--- src/rtl/combo_decoder.sv ---
// Button combo decoder: rising-edge press detection, fixed-length press sequence
// collection under an inter-press timeout, skill code output and post-skill cooldown.
module combo_decoder #(
    parameter int NUM_BTN  = 2,
    parameter int SEQ_LEN  = 3,
    parameter int TIMEOUT  = 16,
    parameter int COOLDOWN = 2,
    localparam int CODE_W  = (NUM_BTN == 2) ? 1 : 2,
    localparam int SKILL_W = SEQ_LEN * CODE_W
) (
    input  logic               clk,
    input  logic               reset,
    input  logic [NUM_BTN-1:0] btn,
    output logic [SKILL_W-1:0] skill,
    output logic               skill_valid,
    output logic               teleport,
    output logic               heavy,
    output logic               abort,
    output logic [1:0]         state,
    output logic [2:0]         count
);

    localparam int TMR_W = $clog2(TIMEOUT);
    localparam int CD_W  = (COOLDOWN > 1) ? $clog2(COOLDOWN) : 1;
    localparam int SEQ_W = SKILL_W - CODE_W;

    localparam logic [1:0]        ST_IDLE     = 2'b00;
    localparam logic [1:0]        ST_COLLECT  = 2'b01;
    localparam logic [1:0]        ST_COOLDOWN = 2'b10;
    localparam logic [TMR_W-1:0]  TMR_LAST    = TMR_W'(TIMEOUT - 1);
    localparam logic [TMR_W-1:0]  TMR_ONE     = TMR_W'(1);
    localparam logic [TMR_W-1:0]  TMR_ZERO    = TMR_W'(0);
    localparam logic [CD_W-1:0]   CD_LAST     = CD_W'((COOLDOWN > 0) ? COOLDOWN - 1 : 0);
    localparam logic [CD_W-1:0]   CD_ONE      = CD_W'(1);
    localparam logic [CD_W-1:0]   CD_ZERO     = CD_W'(0);
    localparam logic [2:0]        CNT_LAST    = 3'(SEQ_LEN - 1);
    localparam logic [CODE_W-1:0] CODE_HEAVY  = CODE_W'(NUM_BTN - 1);

    logic [NUM_BTN-1:0] btn_q;
    logic [SEQ_W-1:0]   seq_q,   seq_d;
    logic [SKILL_W-1:0] skill_q, skill_d;
    logic               valid_q, valid_d;
    logic               tele_q,  tele_d;
    logic               heavy_q, heavy_d;
    logic               abort_q, abort_d;
    logic [1:0]         state_q, state_d;
    logic [2:0]         count_q, count_d;
    logic [TMR_W-1:0]   tmr_q,   tmr_d;
    logic [CD_W-1:0]    cd_q,    cd_d;

    logic [NUM_BTN-1:0] press_s;
    logic [2:0]         n_press_s;
    logic [CODE_W-1:0]  code_s;
    logic [SKILL_W-1:0] shifted_s;
    logic               tele_s;
    logic               heavy_s;

    // Press decode and the skill word this press would complete.
    always_comb begin
        press_s   = btn & ~btn_q;
        n_press_s = 3'd0;
        code_s    = {CODE_W{1'b0}};
        for (int i = 0; i < NUM_BTN; i++) begin
            n_press_s = n_press_s + {2'b00, press_s[i]};
            code_s    = press_s[i] ? CODE_W'(i) : code_s;
        end
        // Older slots shift towards the MSBs, so the first press lands on top.
        shifted_s = {seq_q, code_s};
        tele_s    = 1'b1;
        for (int s = 0; s < SEQ_LEN; s++) begin
            tele_s = tele_s & (shifted_s[SKILL_W-1-s*CODE_W -: CODE_W] == code_s);
        end
        heavy_s = (code_s == CODE_HEAVY) & ~tele_s;
    end

    // Sequence FSM next-state logic.
    always_comb begin
        seq_d   = seq_q;
        skill_d = skill_q;
        valid_d = 1'b0;
        tele_d  = tele_q;
        heavy_d = heavy_q;
        abort_d = 1'b0;
        state_d = state_q;
        count_d = count_q;
        tmr_d   = tmr_q;
        cd_d    = cd_q;
        case (state_q)
            ST_IDLE: begin
                if (n_press_s == 3'd1) begin
                    seq_d   = shifted_s[SEQ_W-1:0];
                    count_d = 3'd1;
                    tmr_d   = TMR_ZERO;
                    state_d = ST_COLLECT;
                end else if (n_press_s > 3'd1) begin
                    abort_d = 1'b1;
                end else begin
                    tmr_d = TMR_ZERO;
                end
            end
            ST_COLLECT: begin
                if (n_press_s == 3'd1) begin
                    seq_d = shifted_s[SEQ_W-1:0];
                    tmr_d = TMR_ZERO;
                    if (count_q == CNT_LAST) begin
                        skill_d = shifted_s;
                        tele_d  = tele_s;
                        heavy_d = heavy_s;
                        valid_d = 1'b1;
                        count_d = 3'd0;
                        cd_d    = CD_ZERO;
                        state_d = (COOLDOWN == 0) ? ST_IDLE : ST_COOLDOWN;
                    end else begin
                        count_d = count_q + 3'd1;
                    end
                end else if (n_press_s > 3'd1) begin
                    abort_d = 1'b1;
                    count_d = 3'd0;
                    tmr_d   = TMR_ZERO;
                    state_d = ST_IDLE;
                end else if (tmr_q == TMR_LAST) begin
                    abort_d = 1'b1;
                    count_d = 3'd0;
                    tmr_d   = TMR_ZERO;
                    state_d = ST_IDLE;
                end else begin
                    tmr_d = tmr_q + TMR_ONE;
                end
            end
            ST_COOLDOWN: begin
                if (cd_q == CD_LAST) begin
                    cd_d    = CD_ZERO;
                    state_d = ST_IDLE;
                end else begin
                    cd_d = cd_q + CD_ONE;
                end
            end
            default: begin
                count_d = 3'd0;
                tmr_d   = TMR_ZERO;
                cd_d    = CD_ZERO;
                state_d = ST_IDLE;
            end
        endcase
    end

    // State and output registers; btn_q resets high so held buttons need a release.
    always_ff @(posedge clk or negedge reset) begin
        if (!reset) begin
            btn_q   <= {NUM_BTN{1'b1}};
            seq_q   <= {SEQ_W{1'b0}};
            skill_q <= {SKILL_W{1'b0}};
            valid_q <= 1'b0;
            tele_q  <= 1'b0;
            heavy_q <= 1'b0;
            abort_q <= 1'b0;
            state_q <= ST_IDLE;
            count_q <= 3'd0;
            tmr_q   <= TMR_ZERO;
            cd_q    <= CD_ZERO;
        end else begin
            btn_q   <= btn;
            seq_q   <= seq_d;
            skill_q <= skill_d;
            valid_q <= valid_d;
            tele_q  <= tele_d;
            heavy_q <= heavy_d;
            abort_q <= abort_d;
            state_q <= state_d;
            count_q <= count_d;
            tmr_q   <= tmr_d;
            cd_q    <= cd_d;
        end
    end

    assign skill       = skill_q;
    assign skill_valid = valid_q;
    assign teleport    = tele_q;
    assign heavy       = heavy_q;
    assign abort       = abort_q;
    assign state       = state_q;
    assign count       = count_q;

endmodule

--- config.mk ---
export PLATFORM = sky130hd
export DESIGN_NAME = combo_decoder
export DESIGN_NICKNAME = d
export VERILOG_FILES = /design/src/rtl/combo_decoder.sv
export SDC_FILE = /design/constraint.sdc
export NUM_CORES = 1
export LEC_CHECK = 0
export BUFFER_PORTS_ARGS = -buffer_cell sky130_fd_sc_hd__buf_2
export CORE_MARGIN = 1.5
export CORE_UTILIZATION = 49
export CTS_CLUSTER_DIAMETER = 150
export DETAILED_ROUTE_END_ITERATION = 16
export PLACE_DENSITY = 0.78
export SLEW_MARGIN = 0
export SYNTH_ARGS = -nofsm -noshare
export SYNTH_HDL_FRONTEND = slang
export SYNTH_SLANG_ARGS = --single-unit
--- constraint.sdc ---
create_clock -name clk -period 1.75 [get_ports clk]
set_input_delay 0.2625 -clock clk [delete_from_list [all_inputs] [get_ports clk]]
set_output_delay 0.2625 -clock clk [all_outputs]
set_load 0.005 [all_outputs]
==> results by group <==
Outcome
  • Status: complete, no violations

Critical path
  • CP Class: register to register
  • Crit. End Element: register
  • RR Startpoint: btn_q[1]
  • Crit-path max FO: 5
  • Startpoint Class: register
  • Reg-to-Reg End: count[1]
  • Data required time of the critical path: 1.94 ns
  • Reg-to-reg slack, setup: 0.06 ns
  • FF-to-FF path depth: 5
  • Arrival time of the worst setup path: 1.89 ns

Global route
  • Global router's overall resource usage: 0.189
  • GRT overflow: 0
  • Largest net degree at the start of global routing: 22
  • First-pass GRT wire length: 3530 um
  • Vias in the first global route: 770
  • Initial antenna violation count: 0

Power
  • Final Power: 1.28 mW
  • Peak VDD IR: 0.631 mV
  • Pwr Density: 998 nW/um^2
  • Leakage dissipation: 0.665 nW

Synthesis
  • Synth top area share: 0.440
  • Mapped Area: 1080 sq um
  • EDFF count, synth: 0
  • Synth unique cells: 41
  • Yosys warning count: 0
  • Syn Inst Count: 96
  • Register area share after synthesis: 0.489
  • Main area contributors after synthesis: dfrtp_1 (44%), mux2_2 (5.2%), dfstp_2 (4.9%)
  • Post-synthesis area per instance: 11.2 sq um
  • Async S/R FF share, synth: 1.00
  • Post-synth top flop: dfrtp_1
  • Area leader, netlist: dfrtp_1
  • Seq cells post-synth: 21
  • Syn Nets: 104

Floorplanning
  • Die width: 49.9 um
  • Row count: 16
  • Die H: 49.9 um
  • Starting Density: 0.534
  • Top Ports: 16
  • Die ar.: 2490 sq um
  • Core area: 2020 sq um

CTS
  • Clock slew at reported path FFs: 0.12 ns
  • Clock tree sinks: 21
  • CTS Buf Count: 3
  • Worst-case clock buffer depth: 2
  • Worst-Skew Late Latency: 0.30 ns
  • H-tree depth: 1
  • CTS tree: built
  • Root Buffer: clkbuf_4

Run
  • MaxCap Viol Count: 0

Timing
  • Final min period: 1.69 ns
  • Relative slew slack: 0.683
  • Period utilization: 0.967
  • Layout Skew: 0.00838 ns
  • Slew @ Worst Pin: 0.475 ns
  • Slew Limit Fails: 0
  • Final hold viol count: 0
  • Max Clk Rate: 591 MHz
  • Setup violators final: 0

Finish
  • Commonest non-fill, non-tap cells in the layout: dfrtp_1 (19), buf_2 (15), nand2_1 (9), inv_1 (7)
  • P&R area growth vs syn: 18.4%
  • Final instance count without filler cells: 146
  • Most common cell after layout, fill and taps aside: dfrtp_1
  • Antenna fix cells: 0
  • Share of layout cells above drive strength 1: 0.387
  • # fillers: 172
  • Layout net count: 128

Place
  • PortBufs: 15
  • DP HPWL: 1500 um
  • GPL Wtd Cong: 0.812
  • Placed Cells: 140

Worst hold path
  • Hold endpoint: btn_q[0]
  • Hold crit path type: primary input to register
  • Hold path cells: 1
  • Min-Delay Startpoint: btn[0]

Drt
  • Routed wire length: 2060 um
  • Post-DRT Antenna Nets: 0
  • Drt drc: 0
  • DR vias/cell: 5.40
  • Routed wire per std cell: 14.1 um
  • Pre-antenna DRT Iters: 5
  • Initial drt markers: 20
  • Via count: 789
[sequential cells by signal (all words and copies together), names as in the netlist]
signal	flops
abort	1
count	3
state	2
heavy	1
btn_q	2
skill	3
teleport	1
cd_q	1
tmr_q	4
skill_valid	1
seq_q	2
[timing repair]
| item | CTS | global route |
|---|---|---|
| buffers inserted | 1 | 0 |
| pin swaps | 1 | 0 |
| hold buffers | 1 | 0 |
| gates resized for setup | 1 | 5 |
| endpoints found under the setup margin | 9 | 8 |
| hold endpoints to repair | 19 | 0 |
[cell usage after synthesis, types with 2 or more instances]
cell,number
inv_1,7
dfrtp_1,19
nand2_1,9
nor3_1,2
dfstp_2,2
and2_1,2
nand2b_1,4
a221o_1,2
nor2_1,2
mux2_2,5
ha_1,4
o21ai_0,6
a21oi_1,4
[layout make-up]
| type | count | area, sq um | share of cell area |
|---|---|---|---|
| well taps | 27 | 33.8 | 0.0264 |
| clock buffers | 4 | 26.3 | 0.0205 |
| repair buffers | 21 | 123 | 0.0959 |
| multi-input cells | 66 | 542 | 0.424 |
| flip-flops and latches | 21 | 528 | 0.413 |
| inverters | 7 | 26.3 | 0.0205 |
[logic make-up after synthesis]
| group | synth area share |
|---|---|
| mux | 0.0614 |
| fa+ha+maj | 0.0464 |
| compound gates | 0.126 |
| xor+xnor | 0.00811 |
| flops | 0.489 |
| simple gates | 0.227 |
| buf+inv | 0.0417 |
[routing by layer]
layer / GRT usage / share of wire
met4: 0.0417 / 0
met3: 0.0364 / 0.034
met5: 0 / 0
met1: 0.223 / 0.43
met2: 0.349 / 0.54
[metrics by stage]
stage                     hold WS [ns]  worst slack [ns]  TNS (ns)  area, sq um   util
final                           0.0887            0.0579         0         1280  0.632
after global routing            0.0657          -0.00567  -0.00567         1280  0.632
after CTS                       0.0605            0.0188         0         1260  0.623
after detailed placement         0.246           -0.0343   -0.0497         1210  0.600
after global placement           0.236            0.0261         0         1210  0.600
after floorplan                -0.0331           0.00249         0         1090      -
[worst max path at each step]
stage,from,to,depth (start not counted)
2_1_floorplan,btn_q[1],heavy,5
3_3_place_gp,btn_q[1],teleport,5
3_5_place_dp,btn_q[1],tmr_q[2],6
4_1_cts,btn_q[0],teleport,5
5_1_grt,btn_q[1],count[1],5
6_report,btn_q[1],count[1],5
[power by group]
part / internal, mW / leakage, nW / total, mW / switching, mW
combinational: 0.206 / 0.380 / 0.373 / 0.166
clock: 0.0886 / 0.0150 / 0.228 / 0.139
sequential: 0.578 / 0.270 / 0.676 / 0.0988
total: 0.872 / 0.665 / 1.28 / 0.404
[worst max-delay path, cell delays in order, from the launching register on]
cell      delay [ns]
dfstp_2         0.54
nand2b_4        0.14
ha_4            0.23
and3b_2         0.23
and4_1          0.20
a221o_1         0.26
Note: power is estimated with default switching activity, not from simulation.
